**src/rtl/branch_resolve_queue_if.sv**
```systemverilog
`default_nettype none
// +--------------------------------------------------------------------------+
// | branch_resolve_queue_if : push/resolve/update bundle for the branch queue |
// | Revision : 1.0                                                            |
// +--------------------------------------------------------------------------+
interface branch_resolve_queue_if #(
  parameter int PTR_BITS = 2,
  parameter int CNT_W    = 16
);
  logic                push_valid;
  logic                push_ready;
  logic [31:0]         push_pc4;
  logic [31:0]         push_target;
  logic                push_pred_taken;
  logic                resolve_valid;
  logic [5:0]          resolve_opcode;
  logic                resolve_equal;
  logic                upd_valid;
  logic [31:0]         upd_pc4;
  logic                upd_pred_wrong;
  logic                upd_real_taken;
  logic                redirect_valid;
  logic [31:0]         redirect_pc;
  logic [PTR_BITS:0]   occupancy;
  logic                err;
  logic [CNT_W-1:0]    branch_cnt;
  logic [CNT_W-1:0]    mispred_cnt;

  modport master (
    output push_valid, push_pc4, push_target, push_pred_taken,
    output resolve_valid, resolve_opcode, resolve_equal,
    input  push_ready, upd_valid, upd_pc4, upd_pred_wrong, upd_real_taken,
    input  redirect_valid, redirect_pc, occupancy, err, branch_cnt, mispred_cnt
  );

  modport slave (
    input  push_valid, push_pc4, push_target, push_pred_taken,
    input  resolve_valid, resolve_opcode, resolve_equal,
    output push_ready, upd_valid, upd_pc4, upd_pred_wrong, upd_real_taken,
    output redirect_valid, redirect_pc, occupancy, err, branch_cnt, mispred_cnt
  );
endinterface
`default_nettype wire

```
**src/rtl/branch_resolve_queue.sv**
```systemverilog
`default_nettype none
// +--------------------------------------------------------------------------+
// | branch_resolve_queue : in-order IF->ID branch prediction tracker          |
// | Revision : 1.0                                                            |
// +--------------------------------------------------------------------------+
module branch_resolve_queue #(
  parameter int DEPTH    = 4,
  parameter int PTR_BITS = 2,
  parameter int CNT_W    = 16
) (
  input  wire logic              clk,
  input  wire logic              rst,
  branch_resolve_queue_if.slave  bus
);
  localparam logic [5:0]        c_OP_BEQ = 6'b000100;
  localparam logic [5:0]        c_OP_BNE = 6'b000101;
  localparam logic [PTR_BITS:0] c_DEPTH  = (PTR_BITS+1)'(DEPTH);

  logic [31:0]          r_pc4  [DEPTH];
  logic [31:0]          r_tgt  [DEPTH];
  logic                 r_pred [DEPTH];
  logic [PTR_BITS-1:0]  r_head;
  logic [PTR_BITS-1:0]  r_tail;
  logic [PTR_BITS:0]    r_count;

  logic                 r_upd_valid;
  logic [31:0]          r_upd_pc4;
  logic                 r_upd_wrong;
  logic                 r_upd_taken;
  logic                 r_redirect_valid;
  logic [31:0]          r_redirect_pc;
  logic                 r_err;
  logic [CNT_W-1:0]     r_branch_cnt;
  logic [CNT_W-1:0]     r_mispred_cnt;

  logic                 w_push_ready;
  logic                 w_is_branch;
  logic                 w_res_acc;
  logic                 w_real_taken;
  logic                 w_wrong;
  logic                 w_flush;
  logic                 w_push_acc;
  logic [PTR_BITS:0]    w_count_nxt;

  assign w_push_ready = (r_count != c_DEPTH);
  assign w_is_branch  = (bus.resolve_opcode == c_OP_BEQ) || (bus.resolve_opcode == c_OP_BNE);
  assign w_res_acc    = bus.resolve_valid && (r_count != '0) && w_is_branch;
  // BEQ and BNE differ only in opcode bit 0.
  assign w_real_taken = bus.resolve_opcode[0] ? !bus.resolve_equal : bus.resolve_equal;
  assign w_wrong      = w_real_taken ^ r_pred[r_head];
  assign w_flush      = w_res_acc && w_wrong;
  // A push racing a mispredict is on the wrong path and is dropped.
  assign w_push_acc   = bus.push_valid && w_push_ready && !w_flush;

  always_comb begin
    w_count_nxt = r_count;
    if (w_flush) begin
      w_count_nxt = '0;
    end else begin
      case ({w_push_acc, w_res_acc})
        2'b10:   w_count_nxt = r_count + 1'b1;
        2'b01:   w_count_nxt = r_count - 1'b1;
        default: w_count_nxt = r_count;
      endcase
    end
  end

  always_ff @(posedge clk) begin
    if (w_push_acc) begin
      r_pc4[r_tail]  <= bus.push_pc4;
      r_tgt[r_tail]  <= bus.push_target;
      r_pred[r_tail] <= bus.push_pred_taken;
    end
  end

  always_ff @(posedge clk or posedge rst) begin
    if (rst) begin
      r_head           <= '0;
      r_tail           <= '0;
      r_count          <= '0;
      r_upd_valid      <= 1'b0;
      r_upd_pc4        <= '0;
      r_upd_wrong      <= 1'b0;
      r_upd_taken      <= 1'b0;
      r_redirect_valid <= 1'b0;
      r_redirect_pc    <= '0;
      r_err            <= 1'b0;
      r_branch_cnt     <= '0;
      r_mispred_cnt    <= '0;
    end else begin
      r_count <= w_count_nxt;
      if (w_push_acc) r_tail <= r_tail + 1'b1;
      if (w_flush)        r_head <= r_tail;
      else if (w_res_acc) r_head <= r_head + 1'b1;

      r_upd_valid      <= w_res_acc;
      r_redirect_valid <= w_flush;
      if (w_res_acc) begin
        r_upd_pc4     <= r_pc4[r_head];
        r_upd_wrong   <= w_wrong;
        r_upd_taken   <= w_real_taken;
        r_redirect_pc <= w_real_taken ? r_tgt[r_head] : r_pc4[r_head];
        if (r_branch_cnt != '1) r_branch_cnt <= r_branch_cnt + 1'b1;
        if (w_wrong && (r_mispred_cnt != '1)) r_mispred_cnt <= r_mispred_cnt + 1'b1;
      end
      if (bus.resolve_valid && !w_res_acc) r_err <= 1'b1;
    end
  end

  assign bus.push_ready     = w_push_ready;
  assign bus.upd_valid      = r_upd_valid;
  assign bus.upd_pc4        = r_upd_pc4;
  assign bus.upd_pred_wrong = r_upd_wrong;
  assign bus.upd_real_taken = r_upd_taken;
  assign bus.redirect_valid = r_redirect_valid;
  assign bus.redirect_pc    = r_redirect_pc;
  assign bus.occupancy      = r_count;
  assign bus.err            = r_err;
  assign bus.branch_cnt     = r_branch_cnt;
  assign bus.mispred_cnt    = r_mispred_cnt;
endmodule
`default_nettype wire

```
**src/flat_wrapper.sv**
```systemverilog
// flat-port wrapper written by rule: the top's interface ports become plain ports
module branch_resolve_queue_flat 
#(
  parameter int DEPTH    = 4,
  parameter int PTR_BITS = 2,
  parameter int CNT_W    = 16
)
  (clk, rst, bus_push_valid, bus_push_pc4, bus_push_target, bus_push_pred_taken, bus_resolve_valid, bus_resolve_opcode, bus_resolve_equal, bus_push_ready, bus_upd_valid, bus_upd_pc4, bus_upd_pred_wrong, bus_upd_real_taken, bus_redirect_valid, bus_redirect_pc, bus_occupancy, bus_err, bus_branch_cnt, bus_mispred_cnt);
  branch_resolve_queue_if #(.PTR_BITS(PTR_BITS), .CNT_W(CNT_W)) bus_i ();
  input  wire logic clk;
  input  wire logic rst;
  input wire logic [$bits(bus_i.push_valid)-1:0] bus_push_valid;
  input wire logic [$bits(bus_i.push_pc4)-1:0] bus_push_pc4;
  input wire logic [$bits(bus_i.push_target)-1:0] bus_push_target;
  input wire logic [$bits(bus_i.push_pred_taken)-1:0] bus_push_pred_taken;
  input wire logic [$bits(bus_i.resolve_valid)-1:0] bus_resolve_valid;
  input wire logic [$bits(bus_i.resolve_opcode)-1:0] bus_resolve_opcode;
  input wire logic [$bits(bus_i.resolve_equal)-1:0] bus_resolve_equal;
  output wire logic [$bits(bus_i.push_ready)-1:0] bus_push_ready;
  output wire logic [$bits(bus_i.upd_valid)-1:0] bus_upd_valid;
  output wire logic [$bits(bus_i.upd_pc4)-1:0] bus_upd_pc4;
  output wire logic [$bits(bus_i.upd_pred_wrong)-1:0] bus_upd_pred_wrong;
  output wire logic [$bits(bus_i.upd_real_taken)-1:0] bus_upd_real_taken;
  output wire logic [$bits(bus_i.redirect_valid)-1:0] bus_redirect_valid;
  output wire logic [$bits(bus_i.redirect_pc)-1:0] bus_redirect_pc;
  output wire logic [$bits(bus_i.occupancy)-1:0] bus_occupancy;
  output wire logic [$bits(bus_i.err)-1:0] bus_err;
  output wire logic [$bits(bus_i.branch_cnt)-1:0] bus_branch_cnt;
  output wire logic [$bits(bus_i.mispred_cnt)-1:0] bus_mispred_cnt;
  assign bus_i.push_valid = bus_push_valid;
  assign bus_i.push_pc4 = bus_push_pc4;
  assign bus_i.push_target = bus_push_target;
  assign bus_i.push_pred_taken = bus_push_pred_taken;
  assign bus_i.resolve_valid = bus_resolve_valid;
  assign bus_i.resolve_opcode = bus_resolve_opcode;
  assign bus_i.resolve_equal = bus_resolve_equal;
  assign bus_push_ready = bus_i.push_ready;
  assign bus_upd_valid = bus_i.upd_valid;
  assign bus_upd_pc4 = bus_i.upd_pc4;
  assign bus_upd_pred_wrong = bus_i.upd_pred_wrong;
  assign bus_upd_real_taken = bus_i.upd_real_taken;
  assign bus_redirect_valid = bus_i.redirect_valid;
  assign bus_redirect_pc = bus_i.redirect_pc;
  assign bus_occupancy = bus_i.occupancy;
  assign bus_err = bus_i.err;
  assign bus_branch_cnt = bus_i.branch_cnt;
  assign bus_mispred_cnt = bus_i.mispred_cnt;
  branch_resolve_queue #(.DEPTH(DEPTH), .PTR_BITS(PTR_BITS), .CNT_W(CNT_W)) u_core (.clk(clk), .rst(rst), .bus(bus_i));
endmodule
```
**config.mk**
```make
export PLATFORM = sky130hd
export DESIGN_NAME = branch_resolve_queue_flat
export DESIGN_NICKNAME = d
export VERILOG_FILES = /design/src/rtl/branch_resolve_queue_if.sv /design/src/rtl/branch_resolve_queue.sv /design/src/flat_wrapper.sv
export SDC_FILE = /design/constraint.sdc
export NUM_CORES = 1
export LEC_CHECK = 0
export CAP_MARGIN = 10
export CORE_MARGIN = 2
export CORE_UTILIZATION = 50
export DETAILED_ROUTE_END_ITERATION = 12
export PLACE_DENSITY = 0.73
export SLEW_MARGIN = 10
export SYNTH_ARGS = -nofsm -noshare
export SYNTH_HDL_FRONTEND = slang
export SYNTH_SLANG_ARGS = --single-unit
export TNS_END_PERCENT = 5
```
**constraint.sdc**
```tcl
create_clock -name clk -period 4 [get_ports clk]
set_input_delay 0.8 -clock clk [delete_from_list [all_inputs] [get_ports clk]]
set_output_delay 0.8 -clock clk [all_outputs]
set_load 0.005 [all_outputs]
```
Yosys cells after proc, flatten, opt, wreduce, memory -nomap -nowiden

Memory sizes are Yosys's and may differ from the RTL's.
Cells that the tools add are included.

Word-level logic and storage cells: 53
Memories kept: 3
Output and inout port bits: 105
Input bits: 76
Bits in registers: 108
RAM bits: 260

Equality and inequality tests: 7
Add/sub/neg operators: 6
Bitwise gates (word level): 1
Multiplexer cells: 8
Reductions and logical operators: 16

Memories:

| memory        | depth | width | rd ports | clocked after memory_dff | write ports | RTL line                   | RTL |
|---|---|---|---|---|---|---|---|
| u_core.r_pc4  | 4     | 32    | 1        | 0                        | 1           | branch_resolve_queue.sv:19 | `logic [31:0] r_pc4 [DEPTH];` |
| u_core.r_tgt  | 4     | 32    | 1        | 0                        | 1           | branch_resolve_queue.sv:20 | `logic [31:0] r_tgt [DEPTH];` |
| u_core.r_pred | 4     | 1     | 1        | 0                        | 1           | branch_resolve_queue.sv:21 | `logic r_pred [DEPTH];` |

Operator list:

| operator              | count |
|---|---|
| $add 16x1->16 const B | 2 |
| $mux 32               | 1 |
| $ne 16x16->1 const B  | 2 |
| $eq 6x3->1 const B    | 2 |
| $logic_and 1x1->1     | 7 |
| $pmux 3 s2            | 1 |
| $reduce_bool 3->1     | 2 |
| $add 2x1->2 const B   | 2 |
| $mux 2                | 2 |
| $reduce_and 2->1      | 2 |
| $add 3x1->3 const B   | 1 |
| $logic_not 1->1       | 3 |
| $mux 1                | 3 |
| $mux 3                | 1 |
| $ne 3x3->1 const B    | 1 |
| $sub 3x1->3 const B   | 1 |
| $eq 2x1->1 const B    | 1 |
| $eq 2x2->1 const B    | 1 |
| $reduce_bool 2->1     | 1 |
| $logic_or 1x1->1      | 1 |
| $xor 1x1->1           | 1 |

Longest topological paths before layout

Gate-level depths: netlist of the first run.

Word-level depth: 9
Mapped depth: 10

Worst setup path before layout of the first run

OpenSTA, ideal clock, no wires.

Kind: input to register
Start point: in bus_resolve_opcode[0]
End point: mem u_core.r_pc4[2][0] (enable)
Path buffers: 0
Setup slack: 0.290 ns
Required time: 3.570 ns
Arrival: 3.280 ns
Setup time: 0.430 ns
Stages: 4
Path through: xor2_2 -> xor2_2 -> a21oi_1 -> and2_1

Word-level cells in the longest chain between the ends: 8
Elaborated cells on any way between the ends: 11
Those cells by class: eq/ne (2); mux (3); bitwise (1); reduce/logical (5)

Ends and longest elaborated chain:

| what                           | RTL line                   | RTL |
|---|---|---|
| start: declaration             | flat_wrapper.sv:17         | `input wire logic [$bits(bus_i.resolve_opcode)-1:0] bus_resolve_opcode;` |
| $eq 6x3->1                     | branch_resolve_queue.sv:46 | `assign w_is_branch = (bus.resolve_opcode == c_OP_BEQ) \|\| (bus.resolve_opcode == c_OP_BNE);` |
| $logic_or 1x1->1               | branch_resolve_queue.sv:46 |  |
| $logic_and 1x1->1              | branch_resolve_queue.sv:47 | `assign w_res_acc = bus.resolve_valid && (r_count != '0) && w_is_branch;` |
| $logic_and 1x1->1 *            | branch_resolve_queue.sv:51 | `assign w_flush = w_res_acc && w_wrong;` |
| $logic_not 1->1 *              | branch_resolve_queue.sv:53 | `assign w_push_acc = bus.push_valid && w_push_ready && !w_flush;` |
| $logic_and 1x1->1 *            | branch_resolve_queue.sv:53 |  |
| $mux 1 *                       | branch_resolve_queue.sv:69 | `if (w_push_acc) begin` |
| $mux 1 (not written as such) * | branch_resolve_queue.sv:70 | `r_pc4[r_tail] <= bus.push_pc4;` |
| end: declaration               | branch_resolve_queue.sv:19 |  |

Mark *: on every way between the ends. The rest lies on a longest branch, timed or not.

Worst setup path in the final report of the first run

Start point: reg u_core.r_count[0], in the netlist u_core.bus.occupancy[0]
End point: out bus_push_ready

Word-level cells in the longest chain between the ends: 1

Ends and longest elaborated chain:

| what                     | RTL line                   | RTL |
|---|---|---|
| start: declaration       | branch_resolve_queue.sv:24 | `logic [PTR_BITS:0] r_count;` |
| start signal: assignment | branch_resolve_queue.sv:91 | `r_count <= w_count_nxt;` |
| $ne 3x3->1               | branch_resolve_queue.sv:45 | `assign w_push_ready = (r_count != c_DEPTH);` |
| end: declaration         | flat_wrapper.sv:19         | `output wire logic [$bits(bus_i.push_ready)-1:0] bus_push_ready;` |

No other way between the ends.

==> impl_metrics.env, run 1 <==
export IMPL_postSynthRegisterBits=368
export IMPL_yosys_area_top_type="edfxtp_1"
export IMPL_final_nets=1109
export IMPL_reg2reg_setup_slack_ns=1.28
export IMPL_syn_mean_instance_area_um2=17.2
export IMPL_timing_final_max_slew_violations=0
export IMPL_antenna_cells=0
export IMPL_vias=7786
export IMPL_grt_setup_unrepaired="false"
export IMPL_timing_final_crit_period_ns=2.79
export IMPL_power_static_leakage_uw=0.00658
export IMPL_dp_hpwl_um=17400
export IMPL_area_delta_synth_final_pct=25.5
export IMPL_ys_top_cells_by_area="edfxtp_1, dfrtp_1, mux4_2, nand2_1, mux2i_1"
export IMPL_seq_area_frac_synth=0.742
export IMPL_final_fill_count=1964
export IMPL_final_setup_skew_ns=0.00899
export IMPL_ff_latch_area_mm2=0.0105
export IMPL_finalHoldViolations=0
export IMPL_ctsHoldBuffers=0
export IMPL_cts_buffers=37
export IMPL_dominantRegCellSynth="edfxtp_1"
export IMPL_first_pass_iters=5
export IMPL_clock_tree_buffer_depth=3
export IMPL_setup_ws_ns=1.21
export IMPL_worst_slew_pin_tran_ns=0.952
export IMPL_netlist_cell_type_count=45
export IMPL_row_count=61
export IMPL_cts_num_sinks=368
export IMPL_post_synthesis_instance_area_mm2=0.0142
export IMPL_cts_resized=0
export IMPL_antenna_left=0
export IMPL_vias_per_cell=5.44
export IMPL_post_cts_buffers=0
export IMPL_floorplan_initialDensity=0.508
export IMPL_number_of_global_route_vias_before_repair=7995
export IMPL_timing_setup_tns_ns=0
export IMPL_die_y_um=172
export IMPL_crit_path_max_incr_delay_ns=0.52
export IMPL_timing_critical_path_slowest_stage_cell="or3b_2"
export IMPL_synthCells=821
export IMPL_clock_tree_htree_level_count=2
export IMPL_pin_count=181
export IMPL_buffer_ports_inserted=180
export IMPL_run_status="finished, final reports clean"
export IMPL_antenna_violations_before_repair=2
export IMPL_hold_path_class="register to register"
export IMPL_maximum_number_of_pins_on_one_net_before_global_route_repair=109
export IMPL_worstSkewPairLatency_ns=0.52
export IMPL_cts_root_buf="clkbuf_16"
export IMPL_grt_util_met3=0.0369
export IMPL_timing_worst_setup_path_type="register to primary output"
export IMPL_synth_nets=904
export IMPL_synth_top_cell_area_share=0.551
export IMPL_synth_edff_count=260
export IMPL_wire_length_of_the_first_global_routing_pass_um=44300
export IMPL_die_width_um=172
export IMPL_asyncSetResetFlopFracSynth=0.293
export IMPL_die_area_mm2=0.0297
export IMPL_powerDensity_mw_per_mm2=668
export IMPL_groute_usage_overall=0.198
export IMPL_cts_tree="done"
export IMPL_layout_drive_gt1_share=0.149
export IMPL_busiest_layer="met2"
export IMPL_critPathLaunchType="register"
export IMPL_crit_fanout=7
export IMPL_route_final_wire_length_um=28400
export IMPL_max_freq_ghz=0.358
export IMPL_yosysWarningCount=0
export IMPL_worstPathCellList="or3b_2 -> clkdlybuf4s50_1"
export IMPL_pre_cts_ws_ns=0.676
export IMPL_coreArea_mm2=0.0279
export IMPL_route_detailed_drc=0
export IMPL_critical_path_endpoint_type="primary output"
export IMPL_grt_util_met2=0.322
export IMPL_max_slew_margin=0.365
export IMPL_use_met1=0.279
export IMPL_vdd_drop_max_v=0.000533
export IMPL_drtIter0Drc=686
export IMPL_overflow=0
export IMPL_worst_endpoint_arrival_ns=1.99
export IMPL_fin_crit_sh=0.698
export IMPL_final_setup_viol_count=0
export IMPL_gpl_final_weighted_congestion=0.807
export IMPL_critPathRequiredTime_ns=3.20
export IMPL_max_cap_violations=0
export IMPL_worst_setup_hold_path_clk_slew_ns=0.06
export IMPL_multi_input_gate_area_mm2=0.00351
export IMPL_avgRoutedWirePerCell_um=19.8
-- where the power goes --
| part | leakage, uW | internal (uW) | switching [uW] |
|---|---|---|---|
| Sequential | 0.00380 | 5030 | 394 |
| Clock | 0.000594 | 2020 | 1380 |
| Combinational | 0.00219 | 1660 | 1400 |
-- synthesized netlist by cell type, types with 2 or more instances --
cell,instances
edfxtp_1,260
nand2_1,148
dfrtp_1,108
mux4_2,65
o21ai_0,36
mux2i_1,32
clkbuf_1,23
nor2_1,18
xnor2_1,16
nand4_1,14
xor2_1,13
nand3_1,10
inv_1,7
and3_1,6
buf_2,6
ha_1,6
and2_1,5
buf_1,5
mux2_2,4
a21oi_1,3
and4_1,3
nor3_1,3
or3_1,3
a211oi_1,2
a21o_1,2
a31oi_1,2
nor4b_1,2
xor2_2,2
-- metal layers --
layer / part of all wire / routed length (um)
met4: 0.016 / 467
met5: 0.0011 / 30
met2: 0.49 / 13800
met3: 0.063 / 1780
met1: 0.43 / 12300
-- layout by cell type, fill, tap and decap left out, drive strengths merged, types with 2 or more instances in the layout --
cell type,netlist,layout
a211oi,2,2
a21o,2,2
a21oi,3,3
a31oi,2,2
and2,5,5
and3,6,6
and4,3,3
buf,12,21
bufinv,0,3
clkbuf,23,50
clkdlybuf4s50,0,180
clkinv,0,13
dfrtp,108,108
edfxtp,260,260
ha,6,6
inv,7,8
mux2,5,5
mux2i,32,32
mux4,65,65
nand2,148,148
nand3,10,10
nand4,14,14
nor2,18,18
nor3,3,3
nor4b,2,2
o21ai,36,36
or3,3,3
xnor2,16,16
xor2,15,15
-- sequential cells by signal, indices dropped and copies added, names as in the netlist --
| name | cells |
|---|---|
| u_core.bus.branch_cnt | 16 |
| u_core.bus.err | 1 |
| u_core.bus.mispred_cnt | 16 |
| u_core.bus.occupancy | 3 |
| u_core.bus.redirect_pc | 32 |
| u_core.bus.redirect_valid | 1 |
| u_core.bus.upd_pc4 | 32 |
| u_core.bus.upd_pred_wrong | 1 |
| u_core.bus.upd_real_taken | 1 |
| u_core.bus.upd_valid | 1 |
| u_core.r_head | 2 |
| u_core.r_pc4 | 128 |
| u_core.r_pred | 4 |
| u_core.r_tail | 2 |
| u_core.r_tgt | 128 |
-- through the flow --
stage,utilization,total power (uW),hold WS [ns],instance area (um2),cells
after floorplan,-,7140,0.451,14200,821
after global placement,0.595,8550,0.440,16600,1365
after detailed placement,0.595,8630,0.449,16600,1365
after CTS,0.638,12000,0.462,17800,1432
after global routing,0.638,12500,0.468,17800,1432
final,0.638,11900,0.457,17800,1432
-- final timing paths --
| path | start | to | cells past startpoint |
|---|---|---|---|
| worst min-delay path | u_core.bus.err | u_core.bus.err | 1 |
| max in group asynchronous | rst | u_core.r_head[1] | 3 |
| worst min register to register | u_core.bus.err | u_core.bus.err | 1 |
| min in group asynchronous | rst | u_core.bus.branch_cnt[11] | 3 |
| worst max-delay path | u_core.bus.occupancy[0] | bus_push_ready | 2 |
| worst max register to register | u_core.r_head[0] | u_core.bus.occupancy[2] | 9 |
-- cells by family (layout without fill, tap and decap cells) --
group           count (synthesis)  in the layout  synth area share
mux                           102            102             0.130
compound gates                 51             51            0.0203
xor+xnor                       31             31            0.0202
simple gates                  220            220            0.0685
flops                         368            368             0.742
fa+ha+maj                       7              7           0.00672
buf+inv                        42            275            0.0119
-- area by class of cell --
type / instances / share of cell area
Sequential cell: 368 / 0.592
Multi-Input combinational cell: 411 / 0.197
Timing Repair Buffer: 201 / 0.115
Clock buffer: 50 / 0.0584
Tap cell: 378 / 0.0266
Clock inverter: 17 / 0.00894
Inverter: 7 / 0.00162
-- worst max-delay path, delay by kind of cell (launching register included) --
family / cells / cell delay [ns]
buffers and inverters: 1 / 0.47
DFF: 1 / 0.48
and+or+nand+nor: 1 / 0.52
Power figures use the tool's default switching activity.
==> run 2: changes to the inputs <==
PLACE_DENSITY = 0.76   (was 0.73)
clock period = 2.25 ns   (was 4 ns; I/O delays follow)
==> run 2 against run 1 <==
Effect of this change: critical path type is now register to register; core utilization is 2.0 points higher; clock skew up 0.011 ns; total power grew 86%; design area rose by 3.2%; register-to-register slack got worse by 1.5 ns; highest routed layer unchanged; the flow now finishes with violations (setup timing); flip-flop and latch count stayed put.
==> impl_metrics.env, run 2 (synthesized netlist as in run 1, its figures left out) <==
export IMPL_floorplan_initialDensity=0.508
export IMPL_net_switching_power_of_the_design_uw=5940
export IMPL_p_int_uw=16200
export IMPL_power_static_leakage_uw=0.00684
export IMPL_layout_commonest_cell="edfxtp_1"
export IMPL_clock_tree_htree_level_count=2
export IMPL_vdd_drop_max_v=0.000808
export IMPL_groute_usage_overall=0.201
export IMPL_vias_per_cell=5.42
export IMPL_worstPathCellList="mux4_2 -> xor2_4 -> a21oi_2 -> nor2_1 -> fa_1 -> nand2_1 -> a211oi_1 -> a311o_1"
export IMPL_setup_ws_ns=-0.182
export IMPL_powerDensity_mw_per_mm2=1210
export IMPL_row_count=61
export IMPL_pin_count=181
export IMPL_place_detailed_instances=1386
export IMPL_final_hold_worst_slack_ns=0.403
export IMPL_worst_setup_hold_path_clk_slew_ns=0.06
export IMPL_number_of_global_route_vias_before_repair=8103
export IMPL_vias=7941
export IMPL_place_area_mm2=0.0168
export IMPL_cts_root_buf="clkbuf_16"
export IMPL_timing_worst_setup_path_type="register to register"
export IMPL_first_pass_iters=5
export IMPL_final_setup_skew_ns=0.0196
export IMPL_rr_startpoint="u_core.r_head[0]"
export IMPL_final_cell_area_mm2=0.0183
export IMPL_wire_length_of_the_first_global_routing_pass_um=45100
export IMPL_gpl_final_weighted_congestion=0.813
export IMPL_die_area_mm2=0.0297
export IMPL_overflow=0
export IMPL_worst_endpoint_arrival_ns=2.83
export IMPL_worstSkewPairLatency_ns=0.51
export IMPL_r2r_end="u_core.bus.occupancy[1]"
export IMPL_finalHoldViolations=0
export IMPL_area_delta_synth_final_pct=29.5
export IMPL_route_detailed_drc=0
export IMPL_timing_critical_path_slowest_stage_cell="mux4_2"
export IMPL_timing_critical_path_to="u_core.bus.occupancy[1]"
export IMPL_antenna_violations_before_repair=1
export IMPL_run_status="finished, violations left"
export IMPL_buffer_ports_inserted=180
export IMPL_timing_final_crit_period_ns=2.43
export IMPL_cts_buffers=38
export IMPL_swShare=0.268
export IMPL_drtIter0Drc=524
export IMPL_report_power_total_uw=22100
export IMPL_max_slew_margin=0.333
export IMPL_crit_fanout=2
export IMPL_worst_slew_pin_tran_ns=1.00
export IMPL_cts_tree="done"
export IMPL_final_core_utilization=0.658
export IMPL_die_y_um=172
export IMPL_reg2reg_setup_slack_ns=-0.18
export IMPL_avgRoutedWirePerCell_um=20.8
export IMPL_final_setup_viol_count=83
export IMPL_final_cell_mix="edfxtp_1, clkdlybuf4s50_1, nand2_1, dfrtp_1, mux4_2"
export IMPL_reg_power_frac=0.431
export IMPL_clock_tree_buffer_depth=3
export IMPL_die_width_um=172
export IMPL_final_nets=1138
export IMPL_layout_drive_gt1_share=0.177
export IMPL_route_final_wire_length_um=30400
export IMPL_reg_largest_list="u_core.r_pc4 (128), u_core.r_tgt (128)"
export IMPL_timing_final_max_slew_violations=0
export IMPL_hold_path_class="input pin to asynchronous set/reset pin"
export IMPL_dp_hpwl_um=18100
export IMPL_maximum_number_of_pins_on_one_net_before_global_route_repair=68
export IMPL_critPathRequiredTime_ns=2.64
export IMPL_max_freq_ghz=0.411
export IMPL_worst_r2r_cell_count=8
export IMPL_layout_cells_non_filler=1464
export IMPL_fin_crit_sh=1.08
export IMPL_max_cap_violations=0
export IMPL_cts_num_sinks=368
export IMPL_comb_power_share=0.276
export IMPL_critical_path_endpoint_type="register"
export IMPL_grt_setup_unrepaired="true"
export IMPL_crit_path_max_incr_delay_ns=0.56
export IMPL_coreArea_mm2=0.0279
export IMPL_violations="setup timing"
export IMPL_ctsHoldBuffers=0
export IMPL_critPathLaunchType="register"
export IMPL_critical_path_startpoint="u_core.r_head[0]"
export IMPL_antenna_left=0
export IMPL_share_of_power_burned_in_the_clock_network=0.293
[run 2: worst max-delay path: cells and delay by family (launching register included)]
kind | cells | cell delay [ns]
multiplexers | 1 | 0.56
AO/OA/AOI/OAI | 3 | 0.55
adder cells (fa/ha/maj) | 1 | 0.46
flip-flops | 1 | 0.43
XOR/XNOR | 1 | 0.19
AND/OR/NAND/NOR | 2 | 0.14
[run 2: area by class of cell]
class                      count  area (um2)
antenna                        1        2.50
clock buffer                  53        1120
timing repair buffer         229        2470
clock inverter                17         184
tap                          378         473
fill                        1869        9520
sequential                   368       10500
inverter                       7        30.0
multi-input combinational    411        3540
[run 2: metrics by stage]
| step | setup TNS (ns) | setup WS, ns |
|---|---|---|
| 2_1_floorplan | -107.67 | -0.561 |
| 3_3_place_gp | -70.68 | -0.488 |
| 3_5_place_dp | -86.98 | -0.549 |
| 4_1_cts | -9.33 | -0.199 |
| 5_1_grt | -14.05 | -0.252 |
| 6_report | -1.81 | -0.182 |
[run 2: metal layers]
metal / track usage / routed length [um]
met1: 0.270 / 12700
met2: 0.344 / 15300
met3: 0.0433 / 1990
met4: 0.0395 / 442
met5: 0 / 18
[run 2: repair_timing]
item / 4_1_cts / 5_1_grt
buffers inserted: 1 / 2
cloned: 1 / 5
endpoints found under the setup margin: 123 / 283
hold endpoints to repair: 0 / 0
gates resized for setup: 7 / 7
pin swaps: 4 / 5
[run 2: how the worst min path moves through the flow]
stage / depth (start not counted) / endpoint
after floorplan: 1 / u_core.bus.err
after global placement: 2 / u_core.bus.upd_pc4[27]
after detailed placement: 2 / u_core.bus.upd_pc4[8]
after CTS: 3 / u_core.bus.upd_pc4[27]
after global routing: 3 / u_core.bus.branch_cnt[15]
final: 3 / u_core.bus.branch_cnt[2]
[run 2: power by group through the flow]
stage          clock, uW  combinational (uW)  sequential, uW
5_1_grt             6840                6630            9680
6_report            6490                6110            9550
3_3_place_gp           0                5750            9590
2_1_floorplan          0                3080            9590
4_1_cts             6570                6030            9540
3_5_place_dp           0                5840            9660
